File: config.mk
export PLATFORM = sky130hd
export DESIGN_NAME = unary_to_binary_pipe
export DESIGN_NICKNAME = d
export VERILOG_FILES = /design/src/rtl/unary_to_binary_pipe.sv
export SDC_FILE = /design/constraint.sdc
export NUM_CORES = 1
export LEC_CHECK = 0
export BUFFER_PORTS_ARGS = -buffer_cell sky130_fd_sc_hd__buf_2
export CAP_MARGIN = 10
export CELL_PAD_IN_SITES_DETAIL_PLACEMENT = 1
export CELL_PAD_IN_SITES_GLOBAL_PLACEMENT = 2
export CORE_UTILIZATION = 36
export DETAILED_ROUTE_END_ITERATION = 8
export PLACE_DENSITY_LB_ADDON = 0.1
export SYNTH_ARGS = -nofsm -noshare
export SYNTH_HDL_FRONTEND = slang
export SYNTH_SLANG_ARGS = --single-unit
File: constraint.sdc
create_clock -name clk_i -period 2.97 [get_ports clk_i]
set_input_delay 0.297 -clock clk_i [delete_from_list [all_inputs] [get_ports clk_i]]
set_output_delay 0.297 -clock clk_i [all_outputs]
set_load 0.02 [all_outputs]
File: src/rtl/unary_to_binary_pipe.sv
// Two-stage valid/ready unary/thermometer popcount with bubble detect
// and a saturating running total of delivered counts.
module unary_to_binary_pipe #(
    parameter int UNARY_SIZE   = 16,
    parameter int CHUNK_SIZE   = 4,
    parameter bit THERMO_CHECK = 1'b1,
    parameter int ACC_WIDTH    = 16
) (
    input  logic                              clk_i,
    input  logic                              rst_i,
    input  logic                              in_valid_i,
    output logic                              in_ready_o,
    input  logic [UNARY_SIZE-1:0]             unary_i,
    output logic                              out_valid_o,
    input  logic                              out_ready_i,
    output logic [$clog2(UNARY_SIZE+1)-1:0]   binary_o,
    output logic                              bubble_o,
    input  logic                              acc_clr_i,
    output logic [ACC_WIDTH-1:0]              acc_o,
    output logic                              acc_sat_o
);
    localparam int OUT_BITS   = $clog2(UNARY_SIZE + 1);
    localparam int NUM_CHUNKS = (UNARY_SIZE + CHUNK_SIZE - 1) / CHUNK_SIZE;
    localparam int CW         = $clog2(CHUNK_SIZE + 1);
    localparam int PW         = NUM_CHUNKS * CHUNK_SIZE;

    logic [PW-1:0]                 pad;
    logic [PW-1:0]                 mask;
    logic [CHUNK_SIZE-1:0]         chunk;
    logic [CHUNK_SIZE-1:0]         cmask;
    logic [NUM_CHUNKS-1:0][CW-1:0] cnt_d, cnt_q;
    logic [NUM_CHUNKS-1:0]         all_d, all_q;
    logic [NUM_CHUNKS-1:0]         any_d, any_q;
    logic [NUM_CHUNKS-1:0]         thermo_d, thermo_q;
    logic                          s1_valid_d, s1_valid_q;
    logic [OUT_BITS-1:0]           binary_d, binary_q;
    logic                          bubble_d, bubble_q;
    logic                          out_valid_d, out_valid_q;
    logic                          hole;
    logic [ACC_WIDTH-1:0]          acc_d, acc_q, acc_base;
    logic                          sat_d, sat_q;
    logic [ACC_WIDTH:0]            acc_sum;
    logic                          s2_adv;
    logic                          in_accept;
    logic                          out_hs;

    // Padding bits above UNARY_SIZE are zero and masked out of all-ones.
    assign pad  = PW'(unary_i);
    assign mask = PW'({UNARY_SIZE{1'b1}});

    assign s2_adv      = !out_valid_q || out_ready_i;
    assign in_ready_o  = !s1_valid_q || s2_adv;
    assign in_accept   = in_valid_i && in_ready_o;
    assign out_hs      = out_valid_q && out_ready_i;
    assign out_valid_o = out_valid_q;
    assign binary_o    = binary_q;
    assign bubble_o    = bubble_q;
    assign acc_o       = acc_q;
    assign acc_sat_o   = sat_q;

    always_comb begin
        cnt_d      = cnt_q;
        all_d      = all_q;
        any_d      = any_q;
        thermo_d   = thermo_q;
        chunk      = '0;
        cmask      = '0;
        s1_valid_d = in_ready_o ? in_valid_i : s1_valid_q;
        if (in_accept) begin
            for (int k = 0; k < NUM_CHUNKS; k++) begin
                chunk    = pad[k*CHUNK_SIZE +: CHUNK_SIZE];
                cmask    = mask[k*CHUNK_SIZE +: CHUNK_SIZE];
                cnt_d[k] = '0;
                for (int b = 0; b < CHUNK_SIZE; b++) begin
                    cnt_d[k] = cnt_d[k] + CW'(chunk[b]);
                end
                all_d[k]    = &(chunk | ~cmask);
                any_d[k]    = |chunk;
                thermo_d[k] = 1'b1;
                for (int b = 1; b < CHUNK_SIZE; b++) begin
                    if (chunk[b] && !chunk[b-1]) thermo_d[k] = 1'b0;
                end
            end
        end
    end

    // A set bit in any chunk above a chunk that is not full is a bubble.
    always_comb begin
        out_valid_d = out_valid_q;
        binary_d    = binary_q;
        bubble_d    = bubble_q;
        hole        = 1'b0;
        if (s2_adv) begin
            out_valid_d = s1_valid_q;
            if (s1_valid_q) begin
                binary_d = '0;
                for (int k = 0; k < NUM_CHUNKS; k++) begin
                    binary_d = binary_d + OUT_BITS'(cnt_q[k]);
                end
                bubble_d = 1'b0;
                if (THERMO_CHECK) begin
                    for (int k = 0; k < NUM_CHUNKS; k++) begin
                        if (!thermo_q[k] || (hole && any_q[k])) bubble_d = 1'b1;
                        hole = hole | !all_q[k];
                    end
                end
            end
        end
    end

    // Clear applies before the add so a same-cycle handshake still counts.
    always_comb begin
        acc_base = acc_clr_i ? '0 : acc_q;
        acc_d    = acc_base;
        sat_d    = acc_clr_i ? 1'b0 : sat_q;
        acc_sum  = {1'b0, acc_base} + (ACC_WIDTH+1)'(binary_q);
        if (out_hs) begin
            if (acc_sum[ACC_WIDTH]) begin
                acc_d = '1;
                sat_d = 1'b1;
            end else begin
                acc_d = acc_sum[ACC_WIDTH-1:0];
            end
        end
    end

    always_ff @(posedge clk_i or posedge rst_i) begin
        if (rst_i) begin
            cnt_q       <= '0;
            all_q       <= '0;
            any_q       <= '0;
            thermo_q    <= '0;
            s1_valid_q  <= 1'b0;
            out_valid_q <= 1'b0;
            binary_q    <= '0;
            bubble_q    <= 1'b0;
            acc_q       <= '0;
            sat_q       <= 1'b0;
        end else begin
            cnt_q       <= cnt_d;
            all_q       <= all_d;
            any_q       <= any_d;
            thermo_q    <= thermo_d;
            s1_valid_q  <= s1_valid_d;
            out_valid_q <= out_valid_d;
            binary_q    <= binary_d;
            bubble_q    <= bubble_d;
            acc_q       <= acc_d;
            sat_q       <= sat_d;
        end
    end
endmodule
Word-level counts from Yosys, hierarchy flattened --
Index checks and enable logic that the tools add are counted.
Operators by class: bitwise gates (word level) 2, reduce and logical (&&, ||, !) cells 50, $add $sub $neg 16, muxes and demuxes 22
Operator list (number):
- 2-to-1 mux 16 bit | 3
- logical NOT 1 bit | 20
- 2-to-1 mux 1 bit | 19
- adder 16 x 5 -> 17 bit | 1
- logical AND 1 bit | 17
- OR reduction 4 bit | 4
- adder 2 x 1 -> 3 bit | 4
- adder 3 x 1 -> 3 bit | 4
- AND reduction 4 bit | 3
- adder 1 x 1 -> 2 bit | 4
- adder 4 x 3 -> 5 bit | 1
- adder 5 x 3 -> 5 bit | 1
- logical OR 1 bit | 5
- adder 3 x 3 -> 4 bit | 1
- bitwise OR 1 bit | 2
- AND reduction 2 bit | 1
Word-level totals: bits in registers 48

Depth between registers and ports, before layout --
Gate-level depths: netlist (run 1).
depth in word-level cells 6, gate-level depth with buffers 9, depth with buffers taken out 8

Least setup slack after synthesis (run 1) --
No wires, ideal clock.
path kind register -> register, from register cnt_q[1] (netlist name), to register binary_q[2], in the netlist binary_o[2], period minus slack after synthesis 2.395 ns, arrival time 2.270 ns, stages on the path, launching flop included 8, setup time 0.125 ns, slack 0.575 ns, cell sequence dfrtp_1 > inv_1 > fa_1 > inv_1 > fa_1 > ha_1 > fa_1 > mux2_2
On the way: cells in the longest elaborated chain, start to end 3
RTL lines:
- start, declared | RTL line 31 | logic [NUM_CHUNKS-1:0][CW-1:0] cnt_d, cnt_q;
- start signal, assigned | RTL line 140 | cnt_q <= cnt_d;
- adder 3 x 3 -> 4 bit | RTL line 98 | binary_d = binary_d + OUT_BITS'(cnt_q[k]);
- adder 4 x 3 -> 5 bit | RTL line 98
- adder 5 x 3 -> 5 bit | RTL line 98
- end signal, assigned | RTL line 146 | binary_q <= binary_d;
- end, declared | RTL line 36 | logic [OUT_BITS-1:0] binary_d, binary_q;
No other way between the ends. A chain may end at the register's enable or synchronous reset.

Final worst setup path (run 1) --
Same ends and word-level chain as after synthesis.

==> results of run 1 <==
[power by group]
group	internal, mW	leakage (nW)	switching, mW
registers	0.756	0.594	0.0802
clock network	0.273	0.0612	0.225
logic	0.384	1.06	0.473
[area by class of cell]
type | count | area share (%)
multi-input combinational | 190 | 45.9
sequential | 47 | 35.4
timing repair buffer | 47 | 7.23
inverter | 36 | 4.07
tap | 102 | 3.84
clock buffer | 6 | 2.49
clock inverter | 2 | 1.05
[layout by cell type (no fill, tap or decap), types with 2 or more instances in the layout]
master                     count
sky130_fd_sc_hd__o21ai_0      16
sky130_fd_sc_hd__nor2b_1       6
sky130_fd_sc_hd__nor2_1       11
sky130_fd_sc_hd__a211oi_1      2
sky130_fd_sc_hd__ha_1         23
sky130_fd_sc_hd__clkbuf_8      6
sky130_fd_sc_hd__and3_1        3
sky130_fd_sc_hd__inv_1        35
sky130_fd_sc_hd__and4b_1       2
sky130_fd_sc_hd__xnor2_1       7
sky130_fd_sc_hd__nand2b_1      3
sky130_fd_sc_hd__o22ai_1       5
sky130_fd_sc_hd__nand2_1      27
sky130_fd_sc_hd__nor4b_1       2
sky130_fd_sc_hd__fa_1         11
sky130_fd_sc_hd__buf_2        45
sky130_fd_sc_hd__nand4_1       5
sky130_fd_sc_hd__dfrtp_1      47
sky130_fd_sc_hd__nor3_1        2
sky130_fd_sc_hd__nand3_1       6
sky130_fd_sc_hd__a31oi_1       3
sky130_fd_sc_hd__a21oi_1      13
sky130_fd_sc_hd__mux2_2       17
sky130_fd_sc_hd__buf_4         2
sky130_fd_sc_hd__a21o_1        7
sky130_fd_sc_hd__and2_1        5
[worst reg2reg max path: stages, from the launching register on]
cell                      delay (ns)
sky130_fd_sc_hd__dfrtp_1        0.35
sky130_fd_sc_hd__inv_1          0.06
sky130_fd_sc_hd__fa_1           0.53
sky130_fd_sc_hd__inv_1          0.05
sky130_fd_sc_hd__fa_1           0.47
sky130_fd_sc_hd__ha_1           0.25
sky130_fd_sc_hd__fa_1           0.43
sky130_fd_sc_hd__mux2_2         0.26
[cell families after synthesis]
family                   Yosys count
flip-flops                        47
XOR/XNOR                           8
AND/OR/NAND/NOR                   78
AO/OA/AOI/OAI                     52
buffers and inverters             43
adder cells (fa/ha/maj)           34
multiplexers                      18
[state kept, by name, summed over array words and instances, names as in the netlist]
signal	count
acc_o	16
cnt_q	12
all_q	3
thermo_q	4
binary_o	5
acc_sat_o	1
out_valid_o	1
s1_valid_q	1
bubble_o	1
any_q	3
[routing by layer]
layer | wire length [µm] | vias to the layer above
met5 | 0 | -
li1 | - | 1040
met4 | 63 | 0
met3 | 179 | 5
met2 | 3130 | 33
met1 | 2840 | 1030
[through the flow]
stage               setup slack (ns)  utilization [%]  area (µm²)
global route                   0.363             43.0        3320
floorplan                      0.575                -        2870
global placement               0.535             41.5        3200
detailed placement             0.477             41.5        3200
finish                         0.461             43.0        3320
CTS                            0.450             43.0        3320
[final timing paths]
check	to	depth (start not counted)
max	binary_o[2]	7
min	s1_valid_q	2
max reg2reg	binary_o[2]	7
min reg2reg	bubble_o	2
max in group asynchronous	cnt_q[9]	2
min in group asynchronous	acc_o[14]	2
==> flow_summary_export.csv, run 1 <==
group,metric,value,unit
run_status,status,"complete, no violations",
floorplanning,std_cell_rows,32,
grt,pin_count_of_the_biggest_net_entering_global_routing,48,
yosys,post_synth_fa_ha_maj_area_fraction,17.7,%
timing,timing_max_transition_violations_final,0,
critical_path,path_cells,"inv_1, fa_1, inv_1, fa_1, ha_1, fa_1, mux2_2",
yosys,yosys_most_used_dff,"sky130_fd_sc_hd__dfrtp_1",
floorplanning,io-pin-count,46,
yosys,ys_top_cells_by_area,"sky130_fd_sc_hd__dfrtp_1, sky130_fd_sc_hd__ha_1, sky130_fd_sc_hd__fa_1",
grt,wire_length_of_the_first_global_routing_pass,10600,µm
critical_path,cp_max_fo,2,
critical_path,crit_path_end_kind,"register",
timing,max_freq,0.399,GHz
yosys,synthMuxAreaShare,7.01,%
power,power_per_cell_area,660,mW/mm²
clock_network,post-cts-setup-buffer-count,0,
yosys,synth_sequential_area_ratio,40.9,%
floorplanning,core,0.00773,mm²
floorplanning,die_x,91.4,µm
yosys,synth_area_leader_cell,"sky130_fd_sc_hd__dfrtp_1",
yosys,dominant_combinational_cell_family_by_area_after_synthesis,"adder cells",
yosys,synth_edf_count,0,
timing,setup_violations,0,
clock_network,clkSlewWorstSetupHoldPaths,0.10,ns
timing,fin_skew,0.0122,ns
yosys,post_synth_instance_area,0.00287,mm²
placed_design,dpl.cell_count,422,
power,fin_total_pwr,2.19,mW
route,route.detailed.vias_per_inst,4.90,
timing,worst_slew_pin_slew,1.01,ns
layout,area_delta_synth_final,15.6,%
hold_path,hp_class,"in -> reg",
placed_design,buffer_ports.inserted,45,
floorplanning,floorplan.initialDensity,37.2,%
route,post-route-drc-count,0,
route,firstDrtPassIters,4,
clock_network,cts.repair.resized,0,
clock_network,cts_root_buf,"sky130_fd_sc_hd__clkbuf_8",
floorplanning,dieHeight,91.4,µm
timing,final_min_period_over_clock_period,84.5,%
clock_network,cts_hold_buffers,0,
timing,hold_viol_final,0,
grt,via_count_of_the_first_global_routing_pass,2142,
critical_path,source_of_the_critical_timing_path,"cnt_q[1]",
layout,num_antenna_cells,0,
layout,layout.area.seq,0.00118,mm²
grt,grt_total_ovfl,0,
grt,grt_util_all_layers,16.4,%
layout,num-nets-final,382,
run,max-cap-violations,0,
yosys,top_area_cell_type_share_of_the_netlist_area,40.9,%
clock_network,worst_skew_pair.late_latency,0.31,ns
hold_path,timing.hold.worst.start,"in_valid_i",
yosys,synth_seq_cells,47,
critical_path,worstSetupStartpointType,"register",
clock_network,cts.sinks,47,
route,via_count,2108,
yosys,yosys.cell_types.count,41,
route,routedWlPerCell,14.5,µm
route,antenna_violating_nets_post_route,0,
yosys,synth_compound_area_share,11.2,%
grt,use_met2,28.7,%
yosys,synth_simple_gate_area_share,14.7,%
yosys,synth.net_count,335,
yosys,ys.warnings.count,0,
route,finalWirelength,6220,µm
timing,setup-tns-final,0,ns
route,drt-initial-drc-count,43,
timing,timing.slew.headroom,32.8,%
critical_path,critPathMostFrequentCell,"sky130_fd_sc_hd__fa_1",
critical_path,timing_worst_setup_path_type,"reg -> reg",
critical_path,timing.critical_path.buf_inv,2,
layout,area_of_the_multi_input_gates,0.00153,mm²
critical_path,worstPathRequired,3.16,ns
critical_path,worst-endpoint-arrival,2.70,ns
layout,fillCellCount,914,
yosys,yosys.area_share.xor_xnor,2.44,%
critical_path,critical_path.reg2reg.startpoint,"cnt_q[1]",
grt,top_usage_layer,"met2",
layout,post_layout_cell_count,430,
power,worst_ir_drop_vdd,0.000263,V
yosys,avgSynthCellArea,10.3,µm²
layout,layout-drive-gt1-share,23.8,%
clock_network,ctsHtreeMaxLevel,2,
yosys,synth.most_common_cell,"sky130_fd_sc_hd__dfrtp_1",
placed_design,detailedPlacementHpwl,4780,µm
clock_network,numCtsBuffers,5,
critical_path,cpPeakStageDelay,0.53,ns
timing,timing.hold.ws,0.214,ns
grt,antenna_found_initial,0,
floorplanning,die_outline_area,0.00834,mm²
timing,layout_min_cycle_time,2.51,ns
grt,use_met1,20.4,%
critical_path,crit_path_top_delay_cell,"sky130_fd_sc_hd__fa_1",
timing,grt_setup_unrepaired,"false",
critical_path,critical_path.top_delay_family,"adder cells",
power,p_leak,1.72,nW
clock_network,cts.path.max_buffers,2,
yosys,synthTopCellsByCount,"sky130_fd_sc_hd__dfrtp_1, sky130_fd_sc_hd__inv_1, sky130_fd_sc_hd__nand2_1",
clock_network,tritoncts,"built",
yosys,syn-instance-count,280,
critical_path,ff2ff_setup_slack,0.46,ns
yosys,asyncSetResetFlopFracSynth,100,%
placed_design,gp_routability_congestion,0.745,
grt,global_route.usage.met3,3.27,%
No activity file was read; power rests on OpenSTA's default activity.
==> run 2: changes to the inputs <==
ABC_AREA = 1   (was default)
CORE_UTILIZATION = 31   (was 36)
clock period = 2.1 ns   (was 2.97 ns; I/O delays follow)
==> flow_summary_export.csv, run 2 <==
group,metric,value,unit
run_status,status,"finished, violations left",
run_status,violations_in_the_final_reports,"setup timing",
grt,pin_count_of_the_biggest_net_entering_global_routing,28,
layout,num_antenna_cells,0,
placed_design,dpl_worst_slack,-0.202,ns
placed_design,detailedPlacementHpwl,6260,µm
route,via_count,2613,
layout,num-nets-final,497,
critical_path,source_of_the_critical_timing_path,"cnt_q[7]",
placed_design,postPlaceCellArea,0.00359,mm²
route,routedWlPerCell,13.3,µm
layout,fillCellCount,1223,
power,p_leak,2.01,nW
critical_path,worstSetupStartpointType,"register",
critical_path,cp_max_fo,2,
clock_network,tritoncts,"built",
yosys,post_synth_instance_area,0.00308,mm²
yosys,syn-instance-count,374,
timing,setup-tns-final,-0.376,ns
route,finalWirelength,7640,µm
placed_design,buffer_ports.inserted,45,
yosys,synth_area_leader_cell,"sky130_fd_sc_hd__dfrtp_1",
timing,max_freq,0.438,GHz
critical_path,r2r.worst_path.cells,8,
layout,layout-drive-gt1-share,25.3,%
grt,wire_length_of_the_first_global_routing_pass,13300,µm
yosys,yosys_most_used_dff,"sky130_fd_sc_hd__dfrtp_1",
yosys,synth_edf_count,0,
timing,fin_skew,0.00865,ns
timing,worst_slew_pin_slew,0.522,ns
timing,hold_viol_final,0,
clock_network,cts.sinks,47,
yosys,synthTopCellsByCount,"sky130_fd_sc_hd__nand2_1, sky130_fd_sc_hd__inv_1, sky130_fd_sc_hd__dfrtp_1",
layout,largest_reg_flops,16,
layout,mostFrequentLayoutCell,"sky130_fd_sc_hd__nand2_1",
clock_network,numCtsBuffers,5,
yosys,synth_seq_cells,47,
timing,timing.hold.ws,0.175,ns
placed_design,dpl.cell_count,566,
floorplanning,core,0.00968,mm²
timing,layout_min_cycle_time,2.28,ns
floorplanning,dieHeight,102,µm
clock_network,clkSlewWorstSetupHoldPaths,0.09,ns
power,fin_total_pwr,2.96,mW
grt,antenna_found_initial,0,
critical_path,crit_path_end_kind,"register",
yosys,yosys.cell_types.count,32,
power,power_per_cell_area,795,mW/mm²
clock_network,worst_skew_pair.late_latency,0.30,ns
route,drt-initial-drc-count,52,
yosys,synth_sequential_area_ratio,38.2,%
grt,use_met1,19.3,%
floorplanning,floorplan.initialDensity,31.8,%
grt,top_usage_layer,"met2",
yosys,avgSynthCellArea,8.23,µm²
timing,setup_violations,3,
yosys,asyncSetResetFlopFracSynth,100,%
grt,grt_total_ovfl,0,
floorplanning,die_outline_area,0.0103,mm²
yosys,synth.most_common_cell,"sky130_fd_sc_hd__nand2_1",
yosys,ys.warnings.count,0,
timing,grt_setup_unrepaired,"true",
critical_path,timing_worst_setup_path_type,"reg -> reg",
route,antenna_violating_nets_post_route,0,
critical_path,worst_setup_path_endpoint,"binary_o[2]",
timing,final_min_period_over_clock_period,109,%
clock_network,cts.path.max_buffers,2,
run,max-cap-violations,0,
yosys,ys_top_cells_by_area,"sky130_fd_sc_hd__dfrtp_1, sky130_fd_sc_hd__nand2_1, sky130_fd_sc_hd__ha_1",
clock_network,ctsHtreeMaxLevel,2,
route,route.detailed.vias_per_inst,4.54,
critical_path,critical_path.reg2reg.startpoint,"cnt_q[7]",
layout,mostFrequentLayoutCells,"sky130_fd_sc_hd__nand2_1, sky130_fd_sc_hd__inv_1, sky130_fd_sc_hd__dfrtp_1",
placed_design,gp_routability_congestion,0.735,
grt,global_route.usage.met3,2.48,%
timing,timing_max_transition_violations_final,0,
floorplanning,io-pin-count,46,
clock_network,cts_root_buf,"sky130_fd_sc_hd__clkbuf_8",
layout,utilization,38.5,%
critical_path,rr_endpoint,"binary_o[2]",
grt,grt_util_all_layers,16.6,%
grt,via_count_of_the_first_global_routing_pass,2817,
yosys,top_area_cell_type_share_of_the_netlist_area,38.2,%
power,worst_ir_drop_vdd,0.000248,V
grt,use_met2,31.8,%
critical_path,worst-endpoint-arrival,2.48,ns
layout,area_delta_synth_final,21.0,%
hold_path,hp_class,"in -> reg",
layout,stdcell_area,0.00373,mm²
layout,post_layout_cell_count,575,
critical_path,ff2ff_setup_slack,-0.18,ns
critical_path,worstPathRequired,2.30,ns
timing,layout_setup_ws,-0.183,ns
floorplanning,std_cell_rows,36,
route,post-route-drc-count,0,
yosys,synth.net_count,429,
timing,timing.slew.headroom,65.2,%
route,firstDrtPassIters,4,
floorplanning,die_x,102,µm
[run 2: changes by cell type after synthesis, moves of 5 or more]
cell,before,now
sky130_fd_sc_hd__and2_1,5,0
sky130_fd_sc_hd__nand2_1,27,90
sky130_fd_sc_hd__inv_1,36,62
sky130_fd_sc_hd__mux2_2,17,0
sky130_fd_sc_hd__nand3_2,0,8
sky130_fd_sc_hd__o22ai_1,5,0
sky130_fd_sc_hd__a21o_1,7,1
sky130_fd_sc_hd__nor2b_1,6,0
sky130_fd_sc_hd__nor2_1,11,34
sky130_fd_sc_hd__nand3_1,6,22
sky130_fd_sc_hd__xnor2_1,7,2
[run 2: power breakdown]
group / leakage (nW) / internal [mW] / switching (mW)
Sequential: 0.599 / 1.05 / 0.101
Clock: 0.0502 / 0.349 / 0.328
Combinational: 1.36 / 0.469 / 0.671
[run 2: cell type report]
| type | instances | area [µm²] | share of cell area [%] |
|---|---|---|---|
| inverters | 65 | 244 | 6.55 |
| repair buffers | 68 | 404 | 10.8 |
| multi-input cells | 255 | 1630 | 43.7 |
| flip-flops and latches | 47 | 1180 | 31.6 |
| clock buffers | 5 | 68.8 | 1.85 |
| well taps | 133 | 166 | 4.46 |
| clock inverters | 2 | 37.5 | 1.01 |
[run 2: kinds of logic after synthesis]
logic type	synth area share (%)
DFF	38.2
buffers and inverters	9.43
adders and majority gates	16.5
xor gates and xnor gates	0.853
and+or+nand+nor	27.9
AOI/OAI and AO/OA	7.11
[run 2: worst min path at each step]
stage,from,end,slack [ns],cells after the start
after floorplan,unary_i[6],all_q[1],0.37,2
after global placement,rst_i,acc_o[15],0.19,2
after detailed placement,rst_i,acc_o[15],0.19,2
after CTS,out_ready_i,out_valid_o,0.16,4
after global routing,out_ready_i,out_valid_o,0.21,4
final,out_ready_i,out_valid_o,0.17,4
[run 2: layer usage]
layer / wire [µm] / vias up
met3: 128 / 6
met1: 3330 / 1270
met5: 0 / -
met2: 4120 / 28
li1: - / 1309
met4: 72 / 0
[run 2: what timing repair did]
item	CTS	global route
setup endpoints to repair	3	16
hold endpoints to repair	12	0
setup buffers	1	0
resized for setup	6	4
hold buffers	1	0
pin swaps	7	4
[run 2: worst max-delay path, cell delays in order, from the launching register on]
cell                      delay, ns
sky130_fd_sc_hd__dfrtp_1       0.35
sky130_fd_sc_hd__inv_2         0.05
sky130_fd_sc_hd__fa_1          0.53
sky130_fd_sc_hd__inv_1         0.05
sky130_fd_sc_hd__fa_1          0.48
sky130_fd_sc_hd__ha_2          0.19
sky130_fd_sc_hd__fa_2          0.43
sky130_fd_sc_hd__nand2_1       0.07
sky130_fd_sc_hd__nand2_1       0.04
